### src/rtl/lfsr_pkg.sv
// Shared types and constants for the time-multiplexed LFSR scheduler.
// Also holds the round-robin picker used by the scheduler.
package lfsr_pkg;

    localparam int LFSR_N = 8;
    localparam logic [LFSR_N-1:0] DEFAULT_TAPS = 8'b0000_0011;
    localparam logic [LFSR_N-1:0] DEFAULT_SEED = 8'b0000_0001;

    typedef enum logic [2:0] {
        IDLE,
        LOAD,
        SKIP,
        COLLECT,
        PRESENT
    } sched_state_e;

    typedef struct packed {
        logic [LFSR_N-1:0] taps;
        logic [LFSR_N-1:0] state;
    } ctx_t;

    // First set bit at or after ptr, wrapping. The scan runs downward so the
    // last hit, which wins, is the one closest to ptr.
    function automatic int rr_pick(input logic [31:0] req, input int ptr, input int num);
        int idx;
        rr_pick = 0;
        for (int i = num - 1; i >= 0; i--) begin
            idx = ptr + i;
            if (idx >= num) idx = idx - num;
            if (req[idx]) rr_pick = idx;
        end
    endfunction

endpackage

### src/rtl/lfsr.sv
// Fibonacci LFSR: emits state[0] each valid cycle and shifts right, feeding
// the XOR of tapped bits into the MSB. A load costs one invalid cycle.
module lfsr #(
    parameter int          N               = 8,
    parameter bit          VARIABLE_CONFIG = 1'b1,
    parameter logic [N-1:0] TAPS           = '0
) (
    input  logic         clk_i,
    input  logic         reset_ni,
    input  logic         load_config_i,
    input  logic [N-1:0] taps_i,
    input  logic [N-1:0] start_value_i,
    output logic         data_o,
    output logic         valid_o
);

    logic [N-1:0] r_state;
    logic [N-1:0] r_taps;
    logic         r_valid;

    always_ff @(posedge clk_i) begin
        if (!reset_ni) begin
            r_state <= '0;
            r_taps  <= TAPS;
            r_valid <= 1'b0;
        end else if (load_config_i) begin
            r_state <= start_value_i;
            r_taps  <= VARIABLE_CONFIG ? taps_i : TAPS;
            r_valid <= 1'b0;
        end else begin
            r_valid <= 1'b1;
            // Only advance once the current bit has been presented as valid.
            if (r_valid) r_state <= {^(r_state & r_taps), r_state[N-1:1]};
        end
    end

    assign data_o  = r_state[0];
    assign valid_o = r_valid;

endmodule

### src/rtl/lfsr_stream_sched.sv
// Shares one LFSR between NUM_REQ requesters, each with its own taps/state
// context; words go out on a valid/ready port tagged with the owner id.
module lfsr_stream_sched
    import lfsr_pkg::*;
#(
    parameter int          N            = LFSR_N,
    parameter int          W            = 8,
    parameter int          NUM_REQ      = 4,
    parameter logic [N-1:0] DEFAULT_TAPS = lfsr_pkg::DEFAULT_TAPS,
    parameter logic [N-1:0] DEFAULT_SEED = lfsr_pkg::DEFAULT_SEED,
    localparam int         IDW          = $clog2(NUM_REQ)
) (
    input  logic               clk_i,
    input  logic               reset_ni,
    input  logic [NUM_REQ-1:0] req_i,
    input  logic               cfg_we_i,
    input  logic [IDW-1:0]     cfg_id_i,
    input  logic [N-1:0]       cfg_taps_i,
    input  logic [N-1:0]       cfg_seed_i,
    output logic               out_valid_o,
    input  logic               out_ready_i,
    output logic [W-1:0]       out_data_o,
    output logic [IDW-1:0]     out_id_o,
    output logic               busy_o
);

    localparam int CNT_W = $clog2(W + N + 1);

    sched_state_e     r_state, w_next;
    logic [IDW-1:0]   r_rr_ptr, r_grant, r_id, w_pick;
    logic [CNT_W-1:0] r_cnt;
    logic [W+N-1:0]   r_shift, w_full;
    logic [W-1:0]     r_data;
    logic             r_suppress;
    ctx_t             r_ctx [NUM_REQ];
    logic             w_lfsr_bit, w_lfsr_vld, w_load, w_last, w_cfg_hit, w_wb;

    assign w_pick    = IDW'(rr_pick(32'(req_i), int'(r_rr_ptr), NUM_REQ));
    assign w_full    = {w_lfsr_bit, r_shift[W+N-1:1]};
    assign w_last    = (r_state == COLLECT) && w_lfsr_vld && (r_cnt == CNT_W'(W + N - 1));
    assign w_cfg_hit = cfg_we_i && (cfg_id_i == r_grant);
    // A config write to the owner, now or earlier in flight, beats the write-back.
    assign w_wb      = w_last && !r_suppress && !w_cfg_hit;

    always_ff @(posedge clk_i or negedge reset_ni) begin
        if (!reset_ni) r_state <= IDLE;
        else           r_state <= w_next;
    end

    always_comb begin
        w_next = r_state;
        case (r_state)
            IDLE:    if (|req_i) w_next = LOAD;
            LOAD:    w_next = SKIP;
            SKIP:    w_next = COLLECT;
            COLLECT: if (w_last) w_next = PRESENT;
            PRESENT: if (out_ready_i) w_next = IDLE;
            default: w_next = IDLE;
        endcase
    end

    always_comb begin
        busy_o      = (r_state != IDLE);
        out_valid_o = (r_state == PRESENT);
        w_load      = (r_state == LOAD);
    end

    always_ff @(posedge clk_i or negedge reset_ni) begin
        if (!reset_ni) begin
            r_rr_ptr   <= '0;
            r_grant    <= '0;
            r_cnt      <= '0;
            r_shift    <= '0;
            r_data     <= '0;
            r_id       <= '0;
            r_suppress <= 1'b0;
        end else begin
            case (r_state)
                IDLE: if (|req_i) begin
                    r_grant    <= w_pick;
                    r_rr_ptr   <= (w_pick == IDW'(NUM_REQ - 1)) ? '0 : w_pick + IDW'(1);
                    r_suppress <= 1'b0;
                    r_cnt      <= '0;
                end
                LOAD, SKIP: if (w_cfg_hit) r_suppress <= 1'b1;
                COLLECT: begin
                    if (w_cfg_hit) r_suppress <= 1'b1;
                    if (w_lfsr_vld) begin
                        r_shift <= w_full;
                        r_cnt   <= r_cnt + CNT_W'(1);
                    end
                    if (w_last) begin
                        r_data <= w_full[W-1:0];
                        r_id   <= r_grant;
                    end
                end
                default: ;
            endcase
        end
    end

    always_ff @(posedge clk_i or negedge reset_ni) begin
        if (!reset_ni) begin
            for (int k = 0; k < NUM_REQ; k++) r_ctx[k] <= '{taps: DEFAULT_TAPS, state: DEFAULT_SEED};
        end else begin
            for (int k = 0; k < NUM_REQ; k++) begin
                if (cfg_we_i && cfg_id_i == IDW'(k))
                    r_ctx[k] <= '{taps: cfg_taps_i, state: cfg_seed_i};
                else if (w_wb && r_grant == IDW'(k))
                    r_ctx[k].state <= w_full[W+N-1:W];
            end
        end
    end

    assign out_data_o = r_data;
    assign out_id_o   = r_id;

    lfsr #(
        .N              (N),
        .VARIABLE_CONFIG(1'b1),
        .TAPS           (DEFAULT_TAPS)
    ) u_lfsr (
        .clk_i        (clk_i),
        .reset_ni     (reset_ni),
        .load_config_i(w_load),
        .taps_i       (r_ctx[r_grant].taps),
        .start_value_i(r_ctx[r_grant].state),
        .data_o       (w_lfsr_bit),
        .valid_o      (w_lfsr_vld)
    );

endmodule

### config.mk
export PLATFORM = sky130hd
export DESIGN_NAME = lfsr_stream_sched
export DESIGN_NICKNAME = d
export VERILOG_FILES = /design/src/rtl/lfsr_pkg.sv /design/src/rtl/lfsr.sv /design/src/rtl/lfsr_stream_sched.sv
export SDC_FILE = /design/constraint.sdc
export NUM_CORES = 1
export LEC_CHECK = 0
export ABC_CLOCK_PERIOD_IN_PS = 3300
export BUFFER_PORTS_ARGS = -buffer_cell sky130_fd_sc_hd__buf_2
export CAP_MARGIN = 15
export CORE_ASPECT_RATIO = 1.5
export CORE_UTILIZATION = 40
export CTS_BUF_LIST = sky130_fd_sc_hd__clkbuf_4 sky130_fd_sc_hd__clkbuf_8
export CTS_CLUSTER_DIAMETER = 80
export DETAILED_ROUTE_END_ITERATION = 10
export PLACE_DENSITY = 0.66
export SETUP_SLACK_MARGIN = 0.5
export SLEW_MARGIN = 0
export SYNTH_ARGS = -nofsm -noshare
export SYNTH_HDL_FRONTEND = slang
export SYNTH_SLANG_ARGS = --single-unit
### constraint.sdc
create_clock -name clk_i -period 3.3 [get_ports clk_i]
set_clock_uncertainty 0.05 [all_clocks]
set_input_delay 0.99 -clock clk_i [delete_from_list [all_inputs] [get_ports clk_i]]
set_output_delay 0.99 -clock clk_i [all_outputs]
set_load 0.02 [all_outputs]
==> results.yml, run 1 <==
outcome:
  status: "finished, final reports clean"
global_route:
  antenna_found_initial: 0
  grt_max_degree: 51
  grt_usage_pct: 18.62
  grt_pass1_wl_mm: 21.03
  overflow: 0
  grt_pass1_vias: 4248
logic_synthesis:
  synth_flop_cell: "dfrtp_1"
  synth-seq-cells: 119
  synth_top_cell_by_area: "dfrtp_1"
  ys_top_cells_by_area: "dfrtp_1 (39%), nand2_1 (10%), mux2i_1 (7.5%)"
  synth_edf_count: 0
  post-synth-top-area-fraction_pct: 39.30
  async_reset_ff_share_pct: 85.71
  synth.distinct_cells: 52
  syn_nets: 570
  synth_seq_area_share_pct: 50.74
  syn_inst: 537
  avgSynthCellArea_um2: 10.67
  syn_area_um2: 5730
  ys_warn_count: 0
power:
  power_mw: 4.250
  ir_drop_uv: 259.5
  leakage_nw: 3.180
  p_per_area_nw_per_um2: 649.4
timing:
  worst_pin_slew_ps: 827.0
  slew_violations: 0
  setup_tns_ps: 0
  fin_crit_ps: 2534
  finalCritPeriodShare_pct: 76.80
  finalHoldViolCount: 0
  final-setup-viol-count: 0
  slew-limit-headroom_pct: 44.71
  rsz0062_at_grt: "false"
  fmax_mhz: 394.6
placement:
  place.gp.congestion: 0.7727
  place_hpwl_mm: 8.416
  dp_cells: 755
  io_buffer_count: 37
critical_path:
  r2r_slack_ps: 770
  cp_max_fo: 12
  slowest_stage: "dfrtp_1"
  cp.required_ps: 3520
  worstPathCellList: "inv_1, ha_1, mux4_2, nand2_1, a221oi_2, a2bb2oi_2, mux2i_1, a211oi_2"
  critPathLaunchType: "flip-flop"
  critPathMaxStageDelay_ps: 580
  end_kind: "flip-flop"
  cp_data_arrival_time_ps: 2760
  path_class: "reg -> reg"
route:
  route.detailed.drc: 0
  top_layer: "met4"
  antenna_left: 0
  wl_per_cell_um: 16.13
  viasPerCell: 5.141
  met1_length_mm: 5.309
  dr_wl_met2_mm: 6.560
  first_pass_iters: 4
  drt-initial-drc-count: 220
  drt-total-wl_mm: 12.69
  vias: 4046
  dr_wl_met3_um: 468
layout:
  instances_no_fill: 787
  layout-drive-gt1-share_pct: 25.55
  fillers: 1304
  diodes: 0
  area_growth_pct: 14.19
  nets: 615
clock_tree:
  path_clk_slew_ps: 60
  numClockSinks: 119
  cts-root-buf: "clkbuf_8"
  cts_tree: "yes"
  clockBufferDepth: 2
  clk_latency_ps: 430
  htreeDepth: 4
  cts_made_buffers: 17
die:
  die_h_um: 148.6
  start_util_pct: 40.96
  fp.coreArea_um2: 13990
  pin_count: 38
  die_area_um2: 14820
  die_w_um: 99.73
  num_rows: 53
flow_run:
  cap_viol_max_count: 0
min_path:
  min-delay-path-class: "reg -> reg"
[report_power, final]
| group | switching [mW] | internal (mW) |
|---|---|---|
| sequential | 0.219 | 1.77 |
| clock | 0.562 | 0.715 |
| combinational | 0.521 | 0.463 |
[metrics by stage]
step	hold slack (ps)	util, %	area [um^2]	setup slack, ps
finish	407.1	46.77	6544	765.5
global route	441.1	46.77	6544	574.3
CTS	410.2	46.76	6543	747.3
detailed placement	398.9	44.02	6160	665.9
global placement	394.6	44.02	6160	790.9
floorplan	385.6	-	5731	913.6
[area by class of cell]
class | count | area [um^2] | area share (%)
clock buffers | 22 | 277.8 | 4.245
inverters | 12 | 45.04 | 0.6883
clock inverters | 10 | 105.1 | 1.606
repair buffers | 51 | 305.3 | 4.665
flip-flops and latches | 119 | 2908 | 44.44
well taps | 192 | 240.2 | 3.671
multi-input cells | 381 | 2663 | 40.69
[path summary, 6_finish.rpt]
| check | from | to | cells past startpoint |
|---|---|---|---|
| hold reg to reg | r_ctx[41] | r_ctx[41] | 2 |
| min in group asynchronous | reset_ni | r_ctx[52] | 1 |
| setup / recovery | r_rr_ptr[1] | r_rr_ptr[1] | 8 |
| hold / removal | r_ctx[41] | r_ctx[41] | 2 |
| setup reg to reg | r_rr_ptr[1] | r_rr_ptr[1] | 8 |
| max in group asynchronous | reset_ni | r_ctx[0] | 2 |
[registers in the layout, indices dropped and copies added, names as in the netlist]
register        count
r_rr_ptr            2
out_id_o            2
r_shift            15
r_ctx              64
r_state             3
r_suppress          1
r_grant             2
u_lfsr.r_state      8
r_cnt               5
out_data_o          8
u_lfsr.r_taps       8
u_lfsr.valid_o      1
[cells in the mapped netlist, drive strengths merged, types with 3 or more instances]
cell	number
inv	10
nand2	156
mux2i	43
clkbuf	12
nor2	17
nor2b	3
mux2	29
nand3	5
and3	5
mux4	17
xor2	4
dfrtp	90
xnor2	7
a21oi	11
dfxtp	17
o21ai	29
a21boi	7
a211oi	3
dfstp	12
ha	7
and2	3
a31oi	3
o211a	7
buf	13
[what timing repair did]
item                                    CTS  global route
hold endpoints to repair                  0             0
setup buffers                             0             0
endpoints found under the setup margin    0             1
gates resized for setup                   0             1
hold buffers                              0             0
[worst max-delay path: cells and delay by family, from the launching register on]
kind | cells | cell delay (ps)
compound gates | 3 | 590
fa+ha+maj | 1 | 430
buf+inv | 1 | 190
flops | 1 | 580
mux | 2 | 460
simple gates | 1 | 80
[cells in the final DEF, fill, tap and decap left out, drive strengths merged, types with 3 or more instances in the layout]
cell type	Yosys	layout
nand2	156	156
dfrtp	90	90
buf	13	51
mux2i	43	43
o21ai	29	29
mux2	29	29
clkbuf	12	22
nor2	17	17
mux4	17	17
dfxtp	17	17
dfstp	12	12
a21oi	11	11
inv	10	10
clkinv	2	8
xnor2	7	7
a21boi	7	7
o211a	7	7
ha	7	7
nand3	5	5
and3	5	5
xor2	4	4
a31oi	3	3
and2	3	3
nor2b	3	3
a211oi	3	3
[cell families (layout without fill, tap and decap cells)]
family | count (synthesis) | count (layout) | synth area share, %
AO/OA/AOI/OAI | 75 | 75 | 8.930
multiplexers | 89 | 89 | 19.96
adder cells (fa/ha/maj) | 7 | 7 | 1.528
flip-flops | 119 | 119 | 50.74
AND/OR/NAND/NOR | 199 | 199 | 14.35
XOR/XNOR | 11 | 11 | 1.681
buffers and inverters | 37 | 95 | 2.817
[per-layer routing]
metal | GRT usage [%] | up-vias
met5 | 0 | -
met3 | 4.511 | 27
met4 | 7.941 | 0
met2 | 32.28 | 89
met1 | 21.77 | 1989
li1 | - | 1941
No activity file was read; power rests on OpenSTA's default activity.
==> run 2, diff against run 1 <==
--- a/config.mk
+++ b/config.mk
@@ -5,7 +5,8 @@
 export SDC_FILE = /design/constraint.sdc
 export NUM_CORES = 1
 export LEC_CHECK = 0
-export ABC_CLOCK_PERIOD_IN_PS = 3300
+export ABC_AREA = 1
+export ABC_CLOCK_PERIOD_IN_PS = 2500
 export BUFFER_PORTS_ARGS = -buffer_cell sky130_fd_sc_hd__buf_2
 export CAP_MARGIN = 15
 export CORE_ASPECT_RATIO = 1.5
==> constraint.sdc (replaced) <==
create_clock -name clk_i -period 2.5 [get_ports clk_i]
set_clock_uncertainty 0.05 [all_clocks]
set_input_delay 0.75 -clock clk_i [delete_from_list [all_inputs] [get_ports clk_i]]
set_output_delay 0.75 -clock clk_i [all_outputs]
set_load 0.02 [all_outputs]
==> results.yml, run 2 <==
outcome:
  status: "finished, final reports clean"
die:
  fp.coreArea_um2: 13990
  die_h_um: 148.7
  pin_count: 38
  die_area_um2: 14850
  die_w_um: 99.83
  start_util_pct: 41.04
  num_rows: 53
layout:
  largestRegisters: "r_ctx: 64 flops, r_shift: 15 flops"
  layout-drive-gt1-share_pct: 19.35
  design_area_um2: 6823
  max_flop_register: "r_ctx"
  final_cell_mix: "nand2_1 (196), o21ai_0 (89), dfrtp_1 (86)"
  fillers: 1322
  nets: 790
  diodes: 0
  area_growth_pct: 18.83
  largest_reg_flops: 64
  final_common_cell: "nand2_1"
timing:
  final-setup-viol-count: 0
  finalHoldViolCount: 0
  rsz0062_at_grt: "true"
  setup_tns_ps: 0
  slew_violations: 0
  fin_crit_ps: 2108
  finalCritPeriodShare_pct: 84.33
  slew-limit-headroom_pct: 64.52
  fmax_mhz: 474.4
  worst_pin_slew_ps: 532.3
global_route:
  overflow: 0
  antenna_found_initial: 0
  grt_max_degree: 42
  grt_pass1_vias: 4921
  grt_usage_pct: 20.46
  grt_pass1_wl_mm: 23.33
logic_synthesis:
  synthTopCellsByCount: "nand2_1 (196), dfrtp_1 (90), o21ai_0 (89)"
  synth_top_cell_by_area: "dfrtp_1"
  synth-seq-cells: 119
  ys_top_cells_by_area: "dfrtp_1 (39%), nand2_1 (13%), o21ai_0 (7.8%)"
  synth.distinct_cells: 42
  syn_inst: 690
  synth_most_common_cell: "nand2_1"
  avgSynthCellArea_um2: 8.321
  synth_flop_cell: "dfrtp_1"
  syn_nets: 723
  post-synth-top-area-fraction_pct: 39.22
  syn_area_um2: 5742
  synth_edf_count: 0
  synth_seq_area_share_pct: 50.64
  ys_warn_count: 0
  async_reset_ff_share_pct: 85.71
route:
  first_pass_iters: 5
  antenna_left: 0
  vias: 5004
  viasPerCell: 5.202
  route.detailed.drc: 0
  drt-total-wl_mm: 14.44
  wl_per_cell_um: 15.01
  drt-initial-drc-count: 276
clock_tree:
  path_clk_slew_ps: 80
  numClockSinks: 119
  cts_tree: "yes"
  clk_latency_ps: 430
  cts_made_buffers: 17
  htreeDepth: 4
  cts-root-buf: "clkbuf_8"
  clockBufferDepth: 2
placement:
  place.gp.congestion: 0.8482
  place_hpwl_mm: 9.738
  io_buffer_count: 37
  dpl_cell_area_um2: 6167
flow_run:
  cap_viol_max_count: 0
critical_path:
  path_class: "reg -> out"
  end_kind: "primary output"
  cp_data_arrival_time_ps: 1310
  critPathLaunchType: "flip-flop"
  cp_max_fo: 3
  cp.required_ps: 1700
power:
  p_per_area_nw_per_um2: 1021
  ir_drop_uv: 334.6
  leakage_nw: 3.169
min_path:
  min-delay-path-class: "in -> async"
-- run 2: logic make-up after synthesis --
kind of cell,after synthesis,synth area share [%]
AOI/OAI and AO/OA,187,20.33
xor gates and xnor gates,7,1.068
buffers and inverters,105,7.430
DFF,119,50.64
and+or+nand+nor,265,19.00
adders and majority gates,7,1.525
-- run 2: repair_timing --
action / in CTS / in global routing
hold buffers: 0 / 0
setup buffers: 8 / 13
gates cloned: 0 / 0
endpoints found under the setup margin: 17 / 45
pin swaps: 4 / 5
gates resized for setup: 6 / 11
-- run 2: area by class of cell --
class | instances | area [um^2] | area share, %
inverters | 78 | 300.3 | 4.401
clock buffers | 20 | 256.5 | 3.759
multi-input cells | 466 | 2425 | 35.54
flip-flops and latches | 119 | 2913 | 42.69
clock inverters | 12 | 153.9 | 2.256
well taps | 192 | 240.2 | 3.521
repair buffers | 75 | 534.3 | 7.831
-- run 2: worst paths after layout --
kind | from | endpoint | slack (ps) | cells after the start
worst max register to register | r_cnt[1] | r_ctx[35] | 610 | 11
worst max-delay path | r_state[1] | out_valid_o | 390 | 4
min in group clk_i | out_data_o[3] | out_data_o[3] | 430 | 2
max in group asynchronous | reset_ni | r_ctx[57] | 1390 | 2
worst min register to register | out_data_o[3] | out_data_o[3] | 430 | 2
worst min-delay path | reset_ni | r_ctx[10] | 170 | 1
-- run 2: per-stage QoR --
step	worst slack (ps)	hold slack, ps	std cells	total power [mW]	util, %
floorplan	567.8	378.6	690	4.289	-
global placement	406.3	403.8	909	4.877	44.08
detailed placement	389.8	420.3	909	4.963	44.08
CTS	426.3	153.1	949	6.840	47.80
global route	330.7	144.4	962	7.452	48.76
finish	391.9	169.3	962	6.963	48.76
-- run 2: where the power goes --
group | switching (mW) | internal [mW]
registers | 0.351 | 2.42
logic | 1.47 | 0.923
clock network | 0.784 | 1.02
total | 2.61 | 4.36
-- run 2: layer usage --
layer | vias to the layer above | track usage, % | routed length, um
met4 | 0 | 11.91 | 633
met5 | - | 0 | 0
li1 | 2402 | - | -
met1 | 2414 | 22.46 | 5816
met3 | 38 | 4.499 | 512
met2 | 150 | 35.97 | 7478
-- run 2: worst max-delay path, stage by stage (launching register included) --
cell and delay [ps]:
dfrtp_2 440, nor2_4 150, inv_2 60, nor2_2 120, buf_6 120
==> run 3, diff against run 2 <==
--- a/config.mk
+++ b/config.mk
@@ -6,7 +6,7 @@
 export NUM_CORES = 1
 export LEC_CHECK = 0
 export ABC_AREA = 1
-export ABC_CLOCK_PERIOD_IN_PS = 2500
+export ABC_CLOCK_PERIOD_IN_PS = 2000
 export BUFFER_PORTS_ARGS = -buffer_cell sky130_fd_sc_hd__buf_2
 export CAP_MARGIN = 15
 export CORE_ASPECT_RATIO = 1.5
==> constraint.sdc (replaced) <==
create_clock -name clk_i -period 2 [get_ports clk_i]
set_clock_uncertainty 0.05 [all_clocks]
set_input_delay 0.6 -clock clk_i [delete_from_list [all_inputs] [get_ports clk_i]]
set_output_delay 0.6 -clock clk_i [all_outputs]
set_load 0.02 [all_outputs]
==> results.yml, run 3 (same netlist as run 2, synthesis figures left out) <==
timing:
  worst_pin_slew_ps: 831.7
  slew-limit-headroom_pct: 44.55
  final-setup-viol-count: 0
  hold_ws_ps: 289.5
  slew_violations: 0
  setup_tns_ps: 0
  finalCritPeriodShare_pct: 98.36
  finalHoldViolCount: 0
  fmax_mhz: 508.3
  rsz0062_at_grt: "true"
  fin_crit_ps: 1967
  fin_ws_ps: 32.80
outcome:
  status: "finished, final reports clean"
critical_path:
  cp_max_fo: 4
  r2r_slack_ps: 60
  cp_data_arrival_time_ps: 1320
  end_kind: "primary output"
  critPathLaunchType: "flip-flop"
  path_class: "reg -> out"
  r2r_cells: 12
  reg2reg_from: "r_cnt[1]"
  cp.required_ps: 1350
  crit_end: "out_valid_o"
  startpoint: "r_state[2]"
  r2r_end: "r_ctx[50]"
die:
  die_h_um: 148.7
  start_util_pct: 41.04
  fp.coreArea_um2: 13990
  die_area_um2: 14850
  pin_count: 38
  num_rows: 53
  die_w_um: 99.83
layout:
  final_common_cell: "nand2_1"
  seq_area_um2: 2914
  final_cell_mix: "nand2_1 (168), dfrtp_1 (86), o21ai_0 (70)"
  max_flop_register: "r_ctx"
  layout-drive-gt1-share_pct: 34.89
  multi_input_area_um2: 2973
  largestRegisters: "r_ctx: 64 flops, r_shift: 15 flops"
  nets: 814
  diodes: 0
  final_util_pct: 55.87
  area_growth_pct: 36.15
  largest_reg_flops: 64
  instances_no_fill: 986
  fillers: 1182
  design_area_um2: 7818
placement:
  place_hpwl_mm: 9.433
  dpl_cell_area_um2: 6240
  place.gp.congestion: 0.8577
  io_buffer_count: 37
  pre_cts_slack_ps: 45.71
  dp_cells: 912
clock_tree:
  numClockSinks: 119
  cts-root-buf: "clkbuf_8"
  cts_tree: "yes"
  htreeDepth: 4
  clockBufferDepth: 2
  path_clk_slew_ps: 80
  cts_made_buffers: 17
  clk_latency_ps: 450
route:
  antenna_left: 0
  vias: 5190
  first_pass_iters: 5
  drt-initial-drc-count: 318
  dr_wl_met3_um: 679
  drt-total-wl_mm: 15.62
  met1_length_mm: 6.204
  route.detailed.drc: 0
  dr_wl_met2_mm: 8.195
  viasPerCell: 5.264
  top_layer: "met4"
  wl_per_cell_um: 15.84
global_route:
  antenna_found_initial: 0
  grt_pass1_vias: 4965
  grt_usage_pct: 21.14
  grt_pass1_wl_mm: 24.32
  grt_max_degree: 65
  overflow: 0
power:
  p_per_area_nw_per_um2: 1254
  leakage_nw: 3.505
  power_mw: 9.806
  ir_drop_uv: 541.1
flow_run:
  cap_viol_max_count: 0
min_path:
  min-delay-path-class: "in -> async"
[run 3: cell types whose count changed in the layout (fill, tap and decap cells not counted), moves of 8 or more]
cell / previous run / this run
nand2_1: 196 / 168
buf_6: 1 / 21
nand2_2: 0 / 19
o21ai_0: 89 / 70
nor2_1: 33 / 17
a21oi_1: 25 / 10
nor2_4: 1 / 16
a21oi_2: 4 / 17
a22oi_1: 21 / 12
a22oi_2: 0 / 9
buf_2: 35 / 26
o21ai_1: 0 / 9
o21ai_2: 0 / 9
nand2_4: 1 / 9
[run 3: layout make-up]
cell class	count	area share, %
clock buffers	19	3.265
well taps	192	3.073
clock inverters	13	2.193
multi-input cells	466	38.03
flip-flops and latches	119	37.28
repair inverters	1	0.09603
repair buffers	98	12.02
inverters	78	4.049
[run 3: worst min-delay path by stage]
stage	cells past startpoint	startpoint	to
after global placement	2	u_lfsr.r_taps[7]	u_lfsr.r_taps[7]
after global routing	2	reset_ni	r_ctx[61]
final	2	reset_ni	r_ctx[61]
after CTS	2	reset_ni	r_ctx[61]
after floorplan	0	reset_ni	out_data_o[0]
after detailed placement	2	u_lfsr.r_taps[7]	u_lfsr.r_taps[7]
[run 3: routing by layer]
metal | vias to the layer above | global-route usage, %
li1 | 2456 | -
met1 | 2506 | 24.81
met2 | 181 | 36.10
met3 | 47 | 3.936
met4 | 0 | 11.84
met5 | - | 0
[run 3: power by group]
group	switching (mW)	leakage [nW]	internal [mW]	total, mW
logic	2.39	1.89	1.57	3.97
registers	0.474	1.42	3.02	3.49
clock network	1.06	0.199	1.29	2.35
total	3.92	3.50	5.88	9.81
[run 3: repair_timing]
item | in CTS | in global routing
hold buffers | 2 | 0
setup endpoints to repair | 73 | 98
pin swaps | 15 | 17
resized for setup | 93 | 113
cloned | 2 | 5
setup buffers | 23 | 10
hold endpoints to repair | 6 | 0
[run 3: critical path, stage by stage (launching register included)]
cell	delay (ps)
dfrtp_1	370
inv_2	70
buf_6	120
buf_12	110
nor2_4	80
buf_6	120
